File: src/rtl/ball_controller.sv
// ball_controller: per-frame ball motion engine for the 160x120 breakout field.
// Each accepted frame tick runs EVAL (collision flags registered from the
// current ball/paddle state) and then STEP (position/direction commit) or MISS
// (life decrement and re-park). Serve, miss and game-over sequencing live here.
//
// Handshake/pulse semantics: frame_tick is sampled only in MOVE and is never
// queued; serve is a level sampled only in IDLE. bounce and miss are
// single-cycle strobes valid in the cycle after the committing edge, and they
// coincide with the updated ball_x/ball_y/dir/lives.
module ball_controller #(
    parameter int X_MIN    = 0,
    parameter int X_MAX    = 159,
    parameter int Y_MIN    = 0,
    parameter int Y_MAX    = 119,
    parameter int Y_PADDLE = 112,
    parameter int PADDLE_W = 16,
    parameter int X_START  = 80,
    parameter int Y_START  = 100,
    parameter int STEP     = 1,
    parameter int LIVES    = 3
) (
    input  logic       clk,
    input  logic       reset,
    input  logic       frame_tick,
    input  logic       serve,
    input  logic [7:0] paddle_x,
    output logic [7:0] ball_x,
    output logic [6:0] ball_y,
    output logic [1:0] dir,
    output logic       moving,
    output logic       bounce,
    output logic       miss,
    output logic [1:0] lives,
    output logic       game_over,
    output logic [2:0] dbg_state
);

    typedef enum logic [2:0] {
        S_IDLE     = 3'd0,
        S_MOVE     = 3'd1,
        S_EVAL     = 3'd2,
        S_STEP     = 3'd3,
        S_MISS     = 3'd4,
        S_GAMEOVER = 3'd5
    } state_t;

    // 9-bit zero-extended constants so +STEP sums never wrap.
    localparam logic [8:0] X_MIN9   = 9'(X_MIN);
    localparam logic [8:0] X_MAX9   = 9'(X_MAX);
    localparam logic [8:0] Y_MIN9   = 9'(Y_MIN);
    localparam logic [8:0] Y_MAX9   = 9'(Y_MAX);
    localparam logic [8:0] Y_PAD9   = 9'(Y_PADDLE);
    localparam logic [8:0] PAD_W9   = 9'(PADDLE_W);
    localparam logic [8:0] STEP9    = 9'(STEP);
    localparam logic [7:0] STEP8    = 8'(STEP);
    localparam logic [6:0] STEP7    = 7'(STEP);
    localparam logic [7:0] X_START8 = 8'(X_START);
    localparam logic [6:0] Y_START7 = 7'(Y_START);
    localparam logic [1:0] LIVES2   = 2'(LIVES);
    localparam logic [1:0] DIR_SERVE = 2'b10;

    state_t     state_q, state_d;
    logic [7:0] ball_x_q, ball_x_d;
    logic [6:0] ball_y_q, ball_y_d;
    logic [1:0] dir_q, dir_d;
    logic [1:0] lives_q, lives_d;
    logic       bounce_q, bounce_d;
    logic       miss_q, miss_d;
    logic       xcol_q, xcol_d;
    logic       ycol_q, ycol_d;

    logic [8:0] x9, y9, px9;
    logic       x_hit, top_hit, pad_hit, miss_hit;

    // Collision tests for the ball's next step, from current position/dir/paddle.
    always_comb begin
        x9  = {1'b0, ball_x_q};
        y9  = {2'b00, ball_y_q};
        px9 = {1'b0, paddle_x};
        x_hit    = dir_q[0] ? (x9 < X_MIN9 + STEP9) : (x9 + STEP9 > X_MAX9);
        top_hit  = dir_q[1] && (y9 < Y_MIN9 + STEP9);
        pad_hit  = !dir_q[1] && (y9 < Y_PAD9) && (y9 + STEP9 >= Y_PAD9) &&
                   (x9 >= px9) && (x9 <= px9 + PAD_W9 - 9'd1);
        miss_hit = !dir_q[1] && !pad_hit && (y9 + STEP9 > Y_MAX9);
    end

    // Next-state and register-update logic for the serve/move/eval/step/miss FSM.
    always_comb begin
        state_d  = state_q;
        ball_x_d = ball_x_q;
        ball_y_d = ball_y_q;
        dir_d    = dir_q;
        lives_d  = lives_q;
        bounce_d = 1'b0;
        miss_d   = 1'b0;
        xcol_d   = xcol_q;
        ycol_d   = ycol_q;
        case (state_q)
            S_IDLE: begin
                if (serve) state_d = S_MOVE;
            end
            S_MOVE: begin
                if (frame_tick) state_d = S_EVAL;
            end
            S_EVAL: begin
                xcol_d  = x_hit;
                ycol_d  = top_hit || pad_hit;
                state_d = miss_hit ? S_MISS : S_STEP;
            end
            S_STEP: begin
                if (!xcol_q) ball_x_d = dir_q[0] ? ball_x_q - STEP8 : ball_x_q + STEP8;
                if (!ycol_q) ball_y_d = dir_q[1] ? ball_y_q - STEP7 : ball_y_q + STEP7;
                dir_d    = dir_q ^ {ycol_q, xcol_q};
                bounce_d = xcol_q || ycol_q;
                state_d  = S_MOVE;
            end
            S_MISS: begin
                ball_x_d = X_START8;
                ball_y_d = Y_START7;
                dir_d    = DIR_SERVE;
                miss_d   = 1'b1;
                if (lives_q > 2'd1) begin
                    lives_d = lives_q - 2'd1;
                    state_d = S_IDLE;
                end else begin
                    lives_d = 2'd0;
                    state_d = S_GAMEOVER;
                end
            end
            S_GAMEOVER: begin
                state_d = S_GAMEOVER;
            end
            default: begin
                state_d = S_IDLE;
            end
        endcase
    end

    // State and datapath registers with asynchronous reset to the serve position.
    always_ff @(posedge clk or posedge reset) begin
        if (reset) begin
            state_q  <= S_IDLE;
            ball_x_q <= X_START8;
            ball_y_q <= Y_START7;
            dir_q    <= DIR_SERVE;
            lives_q  <= LIVES2;
            bounce_q <= 1'b0;
            miss_q   <= 1'b0;
            xcol_q   <= 1'b0;
            ycol_q   <= 1'b0;
        end else begin
            state_q  <= state_d;
            ball_x_q <= ball_x_d;
            ball_y_q <= ball_y_d;
            dir_q    <= dir_d;
            lives_q  <= lives_d;
            bounce_q <= bounce_d;
            miss_q   <= miss_d;
            xcol_q   <= xcol_d;
            ycol_q   <= ycol_d;
        end
    end

    assign ball_x    = ball_x_q;
    assign ball_y    = ball_y_q;
    assign dir       = dir_q;
    assign lives     = lives_q;
    assign bounce    = bounce_q;
    assign miss      = miss_q;
    assign moving    = (state_q == S_MOVE) || (state_q == S_EVAL) || (state_q == S_STEP);
    assign game_over = (state_q == S_GAMEOVER);
    assign dbg_state = state_q;

endmodule

File: config.mk
export PLATFORM = sky130hd
export DESIGN_NAME = ball_controller
export DESIGN_NICKNAME = d
export VERILOG_FILES = /design/src/rtl/ball_controller.sv
export SDC_FILE = /design/constraint.sdc
export NUM_CORES = 1
export LEC_CHECK = 0
export ABC_AREA = 1
export CORE_MARGIN = 2
export CORE_UTILIZATION = 25
export DETAILED_ROUTE_END_ITERATION = 10
export GPL_TIMING_DRIVEN = 0
export SLEW_MARGIN = 10
export SYNTH_ARGS = -nofsm -noshare
export SYNTH_HDL_FRONTEND = slang
export SYNTH_SLANG_ARGS = --single-unit
File: constraint.sdc
create_clock -name clk -period 3.1 [get_ports clk]
set_clock_uncertainty 0.15 [all_clocks]
set_input_delay 0.93 -clock clk [delete_from_list [all_inputs] [get_ports clk]]
set_output_delay 0.93 -clock clk [all_outputs]
set_load 0.01 [all_outputs]
# After elaboration in Yosys (flattened, before gate mapping)
# Cells that the tools add are included.
[totals] out_inout_bits=26 wordCells=71 ff_bits=26
[op_classes] addsub=9 n_lt_le_gt_ge=9 n_reduce_logical=18 eq_ne=9 bitwise_logic=1 n_mux=16
[ops] cell="case mux 3 bit (6 select lines)" n=1
[ops] cell="two-way mux 8 bit" n=2
[ops] cell="case mux 8 bit (2 select lines)" n=1
[ops] cell="two-way mux 7 bit" n=2
[ops] cell="case mux 7 bit (2 select lines)" n=1
[ops] cell="two-way mux 3 bit" n=4
[ops] cell="adder 8 x 1 -> 9 bit, second input constant" n=1
[ops] cell="adder 8 x 5 -> 9 bit, second input constant" n=1
[ops] cell="greater-or-equal comparator 9 x 7 -> 1 bit, second input constant" n=1
[ops] cell="> comparator 9 x 8 -> 1 bit, second input constant" n=1
[ops] cell="<= comparator 8 x 9 -> 1 bit" n=1
[ops] cell="subtractor 9 x 1 -> 9 bit, second input constant" n=1
[ops] cell="adder 7 x 1 -> 8 bit, second input constant" n=1
[ops] cell="adder 8 x 1 -> 8 bit, second input constant" n=1
[ops] cell="greater-or-equal comparator 8 bit" n=1
[ops] cell="> comparator 8 x 7 -> 1 bit, second input constant" n=1
[ops] cell="< comparator 8 x 1 -> 1 bit, second input constant" n=1
[ops] cell="inequality test 2 bit, second input constant" n=4
[ops] cell="subtractor 8 x 1 -> 8 bit, second input constant" n=1
[ops] cell="adder 7 x 1 -> 7 bit, second input constant" n=1
[ops] cell="logical AND 1 bit" n=7
[ops] cell="< comparator 7 x 1 -> 1 bit, second input constant" n=1
[ops] cell="< comparator 7 bit, second input constant" n=1
[ops] cell="subtractor 7 x 1 -> 7 bit, second input constant" n=1
[ops] cell="14 further kinds" n=24

# Longest topological paths before layout
[depth] ltp_word=10 mapped_depth=18 mapped_depth_nobuf=18

# Worst setup path after synthesis
# OpenSTA, ideal clock, no wires.
[synth_path] path_type="in2reg" from="input paddle_x[0]" to="register state_q[0], in the netlist dbg_state[0]" t_arrival_ps=2574 n_path_buf=0 setup_ps=116 slack_ps=260 required_time_ps=2834 stages=18 path_cell_list="inv_1 ha_1 nand3_1 nand2_1 o21ai_0 o21ai_0 ha_1 and3_1 nand3_1 nand2_1 inv_1 nand2_1 nand4_2 nand2_1 nand2_1 nand2_1 nand2_1 nand2_1"
[synth_between] elab_chain_len=9 elab_cells_between_ends=11 cone_classes="add/sub: 2; order compare: 2; mux: 2; reduce/logical: 5"
[synth_lines] item="from (decl)" line_no="26" text="input logic [7:0] paddle_x,"
[synth_lines] item="adder 8 x 5 -> 9 bit" line_no="83" text="(x9 >= px9) && (x9 <= px9 + PAD_W9 - 9'd1);"
[synth_lines] item="subtractor 9 x 1 -> 9 bit" line_no="83"
[synth_lines] item="<= comparator 8 x 9 -> 1 bit" line_no="83"
[synth_lines] item="logical AND 1 bit (*)" line_no="83"
[synth_lines] item="zero test 1 bit (*)" line_no="84" text="miss_hit = !dir_q[1] && !pad_hit && (y9 + STEP9 > Y_MAX9);"
[synth_lines] item="logical AND 1 bit (*) (2 in series)" line_no="84"
[synth_lines] item="two-way mux 3 bit (*)" line_no="108" text="state_d = miss_hit ? S_MISS : S_STEP;"
[synth_lines] item="case mux 3 bit (6 select lines) (*)" line_no="98" text="case (state_q)"
[synth_lines] item="to (signal assigned)" line_no="152" text="state_q <= state_d;"
[synth_lines] item="to (decl)" line_no="62" text="state_t state_q, state_d;"
# Every way passes the cells marked *; elsewhere a longest branch is shown, timed or not.
# A chain may end at the register's enable or synchronous reset.

# Worst setup path after layout
[layout_path] from="input paddle_x[5]" to="register state_q[0], in the netlist dbg_state[0]"
# Same word-level chain as after synthesis.

==> qor.txt <==
status: completed
Detail Route Antenna Nets: 0
Die Wd: 98.60 um
CTS sink count: 26
GR peak layer: met2
Syn Std Cell Area: 2237 um2
Nets: 388
met2 Use GR: 20.15%
CTS tree: yes
die area: 9721 um2
root buffer cell: clkbuf_8
Setup violations, final: 0
hold buffer count at cts: 0
Finished Core Util: 33.64%
GR Util met3: 1.418%
net switching fraction of the power: 47.66%
Worst Path Arrival: 2940 ps
Pwr Total: 2471 uW
register-to-register setup slack: 1090 ps
CP startpoint kind: input pin
Avg Inst Size Synth: 7.263 um2
worst setup path category: input pin to flop
reg-to-reg critical path endpoint: dbg_state[0]$_DFFE_PP0P_
die height: 98.60 um
Hold Violations, Final: 0
pwr/cell area: 846.5 nW/um2
Mapped Cells: 308
RSZ-0062 raised after global routing: false
port buffer count: 37
clock-pin transition on the worst setup and hold timing paths: 100 ps
Worst R2R Start: ball_x[4]$_DFFE_PP1P_
gpl congestion: 0.8817
initial antenna violation count: 0
Initial Util: 25.78%
router iterations before antenna repair: 4
IO Pins: 38
most frequent cells after synthesis: nand2_1, inv_1, o21ai_0
DP HPWL: 4.257 mm
Hold Path Stages: 2
peak supply drop: 0.3709 mV
ant diodes: 0
Yosys cell types: 36
Async S/R FF share, synth: 100.0%
clock insertion delay at the later pin of the skew report: 280 ps
routed via count: 2153
register bit total from synthesis: 26
total core area: 8678 um2
max-cap violations: 0
hold endpoint: lives[1]$_DFFE_PP1P_
routing usage on met1: 16.18%
combinational share of power: 61.0%
crit-path max FO: 3
synth warn: 0
pin count of the biggest net entering global routing: 27
Global Route Usage Sum: 11.83%
starting DRC count in detailed routing: 116
largest cells by area after synthesis: dfrtp_1, ha_1, nand2_1, dfstp_2, inv_1
Critical Path RT: 3120 ps
Worst setup EP type: flop
most common cell in the netlist: nand2_1
drc violations: 0
EDFF count, synth: 0
WL/cell: 12.41 um
Yosys top cell area share: 20.13%
Pleak: 0.001385 uW
layout cells sized above 1: 13.88%
first-pass GRT wire length: 9.756 mm
Primary FF master, synth: dfrtp_1
site row count: 34
Clock Power Share: 9.4%
Fillers: 953
Hold Startpoint: lives[1]$_DFFE_PP1P_
routed wire length: 5.720 mm
H-tree depth: 1
post-synthesis sequential area ratio: 29.53%
minimum clock period: 2918 ps
P_int: 1293 uW
Slew Limit Fails: 0
P_sw: 1178 uW
Congestion Overflow GR: 0
fin crit share: 94.14%
syn_nets: 342
vias in the first global route: 2150
Max Root-Sink Buffers: 2
Worst slew margin: 32.31%
cts bufs inserted: 3
Area Overhead vs Synth: 30.48%
cell taking the most area after synthesis: dfrtp_1
number of cells on the worst reg-to-reg path: 14
drt via density: 4.670
Reg power frac: 29.7%
Least-Margin Pin Slew: 1014 ps
Hold Path Class: flop to flop
f_max: 0.3426 GHz
## final cells by class
cell class	instances	area (um2)	area share, %
buffer	4	26.28	0.9001
timing repair buffer	41	409.1	14.02
sequential	26	660.6	22.63
multi-input combinational	224	1430	48.99
clock buffer	4	55.05	1.886
inverter	54	202.7	6.944
tap	108	135.1	4.629
## cell usage in the layout, fill, tap and decap left out, types with 3 or more instances in the layout
cell type,count
clkdlybuf4s50_1,32
ha_1,21
dlymetal6s2s_1,4
clkbuf_8,4
nor2_2,4
o22ai_1,3
nand3_2,4
o21ai_0,27
nand2_1,57
xor2_1,13
xnor2_1,4
nor3_1,3
nand3_1,18
dfstp_2,8
a31oi_1,3
nor2_1,20
nand4_1,5
nand2_4,3
a21oi_1,12
buf_4,7
inv_1,48
inv_2,5
dfrtp_1,18
## power by group through the flow
stage               Combinational [uW]  Sequential, uW  Clock [uW]
finish                            1510             733         231
detailed placement                1450             739           0
global route                      1720             765         246
global placement                  1430             735           0
CTS                               1500             736         236
floorplan                          924             733           0
## logic make-up (layout without fill, tap and decap cells)
logic type | count (synthesis) | count (layout) | synth area share (%)
AO/OA/AOI/OAI | 61 | 61 | 15.66
XOR/XNOR | 17 | 17 | 6.655
adder cells (fa/ha/maj) | 22 | 22 | 12.30
buffers and inverters | 58 | 103 | 10.23
flip-flops | 26 | 26 | 29.53
AND/OR/NAND/NOR | 124 | 124 | 25.62
## metal layers
metal | vias up | wire, um
met4 | 0 | 44
met2 | 45 | 2740
met1 | 1000 | 2724
met3 | 4 | 212
li1 | 1104 | -
met5 | - | 0
## worst max path at each step
stage                startpoint                  endpoint  cells after the start
finish              paddle_x[5]  dbg_state[0]$_DFFE_PP0P_                     16
global route        paddle_x[5]  dbg_state[0]$_DFFE_PP0P_                     16
CTS                 paddle_x[1]  dbg_state[0]$_DFFE_PP0P_                     18
detailed placement  paddle_x[0]  dbg_state[1]$_DFFE_PP0P_                     17
global placement    paddle_x[0]  dbg_state[0]$_DFFE_PP0P_                     19
floorplan           paddle_x[0]  dbg_state[0]$_DFFE_PP0P_                     18
## through the flow
step | cells | cell area [um2] | setup WS (ps) | hold WS [ps] | TNS (ps)
after detailed placement | 453 | 2743 | -537.3 | 320.9 | -1850
after global placement | 453 | 2743 | -539.7 | 323.5 | -1822
after CTS | 460 | 2863 | 12.95 | 340.2 | 0
final | 461 | 2919 | 181.5 | 335.6 | 0
after floorplan | 308 | 2237 | 259.8 | 324.1 | 0
after global routing | 461 | 2919 | 20.52 | 352.8 | 0
## flip-flops by register name (all words and copies together) (netlist names)
| name | flops |
|---|---|
| dbg_state | 3 |
| ball_x | 8 |
| ball_y | 7 |
| xcol_q | 1 |
| lives | 2 |
| bounce | 1 |
| miss | 1 |
| ycol_q | 1 |
| dir | 2 |
## repair_timing
item | 4_1_cts | 5_1_grt
endpoints found under the hold margin | 0 | 0
resized for setup | 18 | 11
setup endpoints to repair | 4 | 4
pin swaps | 6 | 9
setup buffers | 3 | 1
## worst max-delay path, cell delays in order
cell and delay (ps):
clkdlybuf4s50_1 530, nand2_1 110, nor2_1 140, xor2_1 170, ha_1 270, and3_4 180, nand3_1 60, nand2_1 60
inv_1 60, nand2_2 70, nand4_4 80, nand2_4 70, nand2_4 70, nand2_1 50, nand2_1 50, nand2_1 40
No activity file was read; power rests on OpenSTA's default activity.
==> edit 1 (same flow settings) <==
Register the output `moving`; this adds one clock of latency there. The other outputs are not delayed to match.
--- a/src/rtl/ball_controller.sv
+++ b/src/rtl/ball_controller.sv
@@ -169,3 +169,5 @@
     assign miss      = miss_q;
-    assign moving    = (state_q == S_MOVE) || (state_q == S_EVAL) || (state_q == S_STEP);
+    always_ff @(posedge clk) begin
+        moving <= (state_q == S_MOVE) || (state_q == S_EVAL) || (state_q == S_STEP);
+    end
     assign game_over = (state_q == S_GAMEOVER);
Formal check against the unedited RTL: not equivalent (a bounded check fails within 4 cycles, from zero or initial values and one cycle with reset high).
==> edit 1 against the original RTL <==
- total power down 1.5%
- critical path type unchanged
- clock power down 14%
- area after synthesis up 0.89%
- sequential cell count up 1
- wire length down 2.0%
- final area down 0.51%
- setup slack worse by 0.027 ns
- critical path depth unchanged
==> edit 1: results (changes against the original RTL) <==
| Metric | Value |
|---|---|
| Unique masters post-synth | 37 (+2.8%) |
| Place WS | -0.575 ns (-0.0376 ns) |
| Cell total after placement | 454 (+0.22%) |
| Main area contributors after synthesis | dfrtp_1, ha_1, nand2_1 |
| VDD IR max | 0.345 mV (-7.0%) |
| Post-Synth Adder-Cell Area | 12.2% (-0.11 points) |
| Outcome | finished, final reports clean |
| Wire length on met2 | 2680 µm (-2.3%) |
| Static Leakage | 0.00138 µW (-0.60%) |
| Setup slack, reg-to-reg | 1.04 ns (-0.05 ns) |
| Syn_nets | 343 (+0.29%) |
| Vias in the first global route | 2124 (-1.2%) |
| # nets final | 390 (+0.52%) |
| Hpwl dp | 4250 µm (about the same) |
| Fin Hold WS | 0.336 ns (-0.0000650 ns) |
| Synthesized area per cell | 7.30 µm² (+0.57%) |
| FILL cells | 897 (-5.9%) |
| Post-synth ARST share | 96.3% (-3.7 points) |
| Met3 WL post-DR | 207 µm (-2.4%) |
| Worst-margin pin slew | 0.991 ns (-0.0227 ns) |
| First-pass GRT wire length | 9740 µm (-0.22%) |
| Post-synthesis sequential area ratio | 30.2% (+0.63 points) |
| Arr. time, crit path | 2.96 ns (+0.02 ns) |
| RePlAce Congestion | 0.887 (+0.64%) |
| Worst R2R Start | ball_x[2] |
| Post-Synth XOR/XNOR Area | 6.60% (-0.059 points) |
| Final WL | 5610 µm (-2.0%) |
| Share of post-route cells with drive strength above 1 | 13.5% (-0.36 points) |
| Sw Pwr | 1150 µW (-2.2%) |
## edit 1: changes by cell type after synthesis
| cell | unedited run | this run |
|---|---|---|
| dfxtp_1 | 0 | 1 |
## edit 1: final cells by class
type / count / share of cell area (%)
multi-input cells: 224 / 48.3
repair buffers: 42 / 14.1
clock buffers: 4 / 1.55
well taps: 108 / 4.65
flip-flops and latches: 27 / 23.4
plain buffers: 4 / 0.905
inverters: 54 / 6.98
## edit 1: logic make-up (layout without fill, tap and decap cells)
group,after synthesis,after routing
AND/OR/NAND/NOR,124,124
adder cells (fa/ha/maj),22,22
flip-flops,27,27
XOR/XNOR,17,17
buffers and inverters,58,104
AO/OA/AOI/OAI,61,61
## edit 1: repair_timing
item | 4_1_cts | 5_1_grt
resized for setup | 21 | 4
setup buffers | 5 | 0
endpoints found under the hold margin | 0 | 0
cloned | 0 | 0
setup endpoints to repair | 4 | 4
pin swaps | 9 | 2
## edit 1: power groups by stage
stage | clock (µW) | sequential (µW) | combinational (µW)
after floorplan | 0 | 758 | 918
after detailed placement | 0 | 765 | 1440
after CTS | 209 | 761 | 1480
after global placement | 0 | 760 | 1430
after global routing | 226 | 790 | 1690
final | 198 | 757 | 1480
## edit 1: worst max path at each step
| stage | startpoint | depth (start not counted) | endpoint | slack, ns |
|---|---|---|---|---|
| floorplan | paddle_x[0] | 18 | dbg_state[0] | 0.26 |
| global route | paddle_x[0] | 18 | dbg_state[0] | 0.03 |
| detailed placement | paddle_x[2] | 16 | dbg_state[1] | -0.57 |
| finish | paddle_x[5] | 16 | dbg_state[0] | 0.15 |
| CTS | paddle_x[3] | 17 | dbg_state[0] | 0.02 |
| global placement | paddle_x[0] | 19 | dbg_state[0] | -0.55 |
==> edit 2 (config.mk and constraints unchanged) <==
Made on the original files. `Y_PADDLE`: 112 -> 56.
--- a/src/rtl/ball_controller.sv
+++ b/src/rtl/ball_controller.sv
@@ -14,3 +14,3 @@
     parameter int Y_MAX    = 119,
-    parameter int Y_PADDLE = 112,
+    parameter int Y_PADDLE = 56,
     parameter int PADDLE_W = 16,
Check against the original RTL: same outputs for any inputs over 10 cycles, from zero or initial values and one cycle with reset high; that may be too few to reach the edited logic, so the function may still have changed.
==> edit 2 against the original RTL <==
- final area shrank 0.69%
- sequential power shrank 0.7%
- largest power group unchanged
- area after synthesis is 3.5% higher
- largest cell class unchanged
- clock power shrank 4%
- fmax decreased by 1.5%
- critical endpoint is now ycol_q
- wire length is 0.33% higher
- sequential cell count stayed put
- setup slack got worse by 0.044 ns
- highest routed layer unchanged
- total power increased by 0.63%
==> edit 2: results (changes against the original RTL) <==
| Metric | Value |
|---|---|
| Outcome | finished, final reports clean |
| Power, Total | 2490 µW (+0.63%) |
| Met3 Usage GRT | 2.44% (+1.0 points) |
| Fraction of area in multi-input gates | 49.0% (about the same) |
| Cell family with most CP delay | buffers and inverters |
| # nets final | 417 (+7.5%) |
| Unique masters post-synth | 35 (-2.8%) |
| Vias in the first global route | 2146 (-0.19%) |
| Wire per inst | 11.6 µm (-6.2%) |
| Main area contributors after synthesis | dfrtp_1, nand2_1, ha_1 |
| Static Leakage | 0.00143 µW (+3.2%) |
| Iteration-0 DRC Markers | 94 (-19%) |
| First-pass GRT wire length | 9960 µm (+2.1%) |
| Wire length on met2 | 2710 µm (-1.1%) |
| CP peak stage delay | 0.48 ns (-0.05 ns) |
| Place WS | -0.256 ns (+0.281 ns) |
| Final WL | 5740 µm (+0.33%) |
| ClkCell Share | 1.90% (+0.013 points) |
| Syn_nets | 374 (+9.4%) |
| Vias per Instance | 4.69 (+0.46%) |
| Met3 WL post-DR | 215 µm (+1.4%) |
| Post-synth top cells | nand2_1, inv_1, nand3_1, nor2_1, o21ai_0 |
| RePlAce Congestion | 0.935 (+6.0%) |
| Inverters | 60 (+11%) |
| Cell total after placement | 488 (+7.7%) |
| Buffers, non-clock | 42 (-6.7%) |
| DRT Pass-1 Iters | 5 (+1) |
| Power share of the clock group | 8.9% (-0.5 points) |
| NonClk Buf Share | 13.8% (-1.1 points) |
| Post-synthesis sequential area ratio | 28.5% (-1.0 points) |
| Cell Area, Placed | 2830 µm² (+3.0%) |
| VDD IR max | 0.438 mV (+18%) |
| Synthesized area per cell | 6.81 µm² (-6.2%) |
| Hpwl dp | 4480 µm (+5.2%) |
| Tapcell count | 111 (+2.8%) |
| Worst Setup SP | paddle_x[0] |
## edit 2: what timing repair did
item / 4_1_cts / 5_1_grt
gates resized for setup: 0 / 4
setup buffers: 0 / 1
endpoints found under the setup margin: 0 / 1
hold endpoints to repair: 0 / 0
## edit 2: path summary, 6_finish.rpt
path                              to  slack, ns  cells after the start
max                           ycol_q       0.14                     13
min                         lives[1]       0.34                      2
max reg2reg                   xcol_q       1.17                      9
min reg2reg                 lives[1]       0.34                      2
max in group asynchronous     ycol_q       1.16                      2
min in group asynchronous  ball_y[0]       1.04                      2
## edit 2: kinds of logic after synthesis
logic type,count (synthesis),synth area share (%)
XOR/XNOR,9,3.40
AND/OR/NAND/NOR,162,31.3
AO/OA/AOI/OAI,57,14.3
buffers and inverters,64,10.6
flip-flops,26,28.5
adder cells (fa/ha/maj),22,11.9
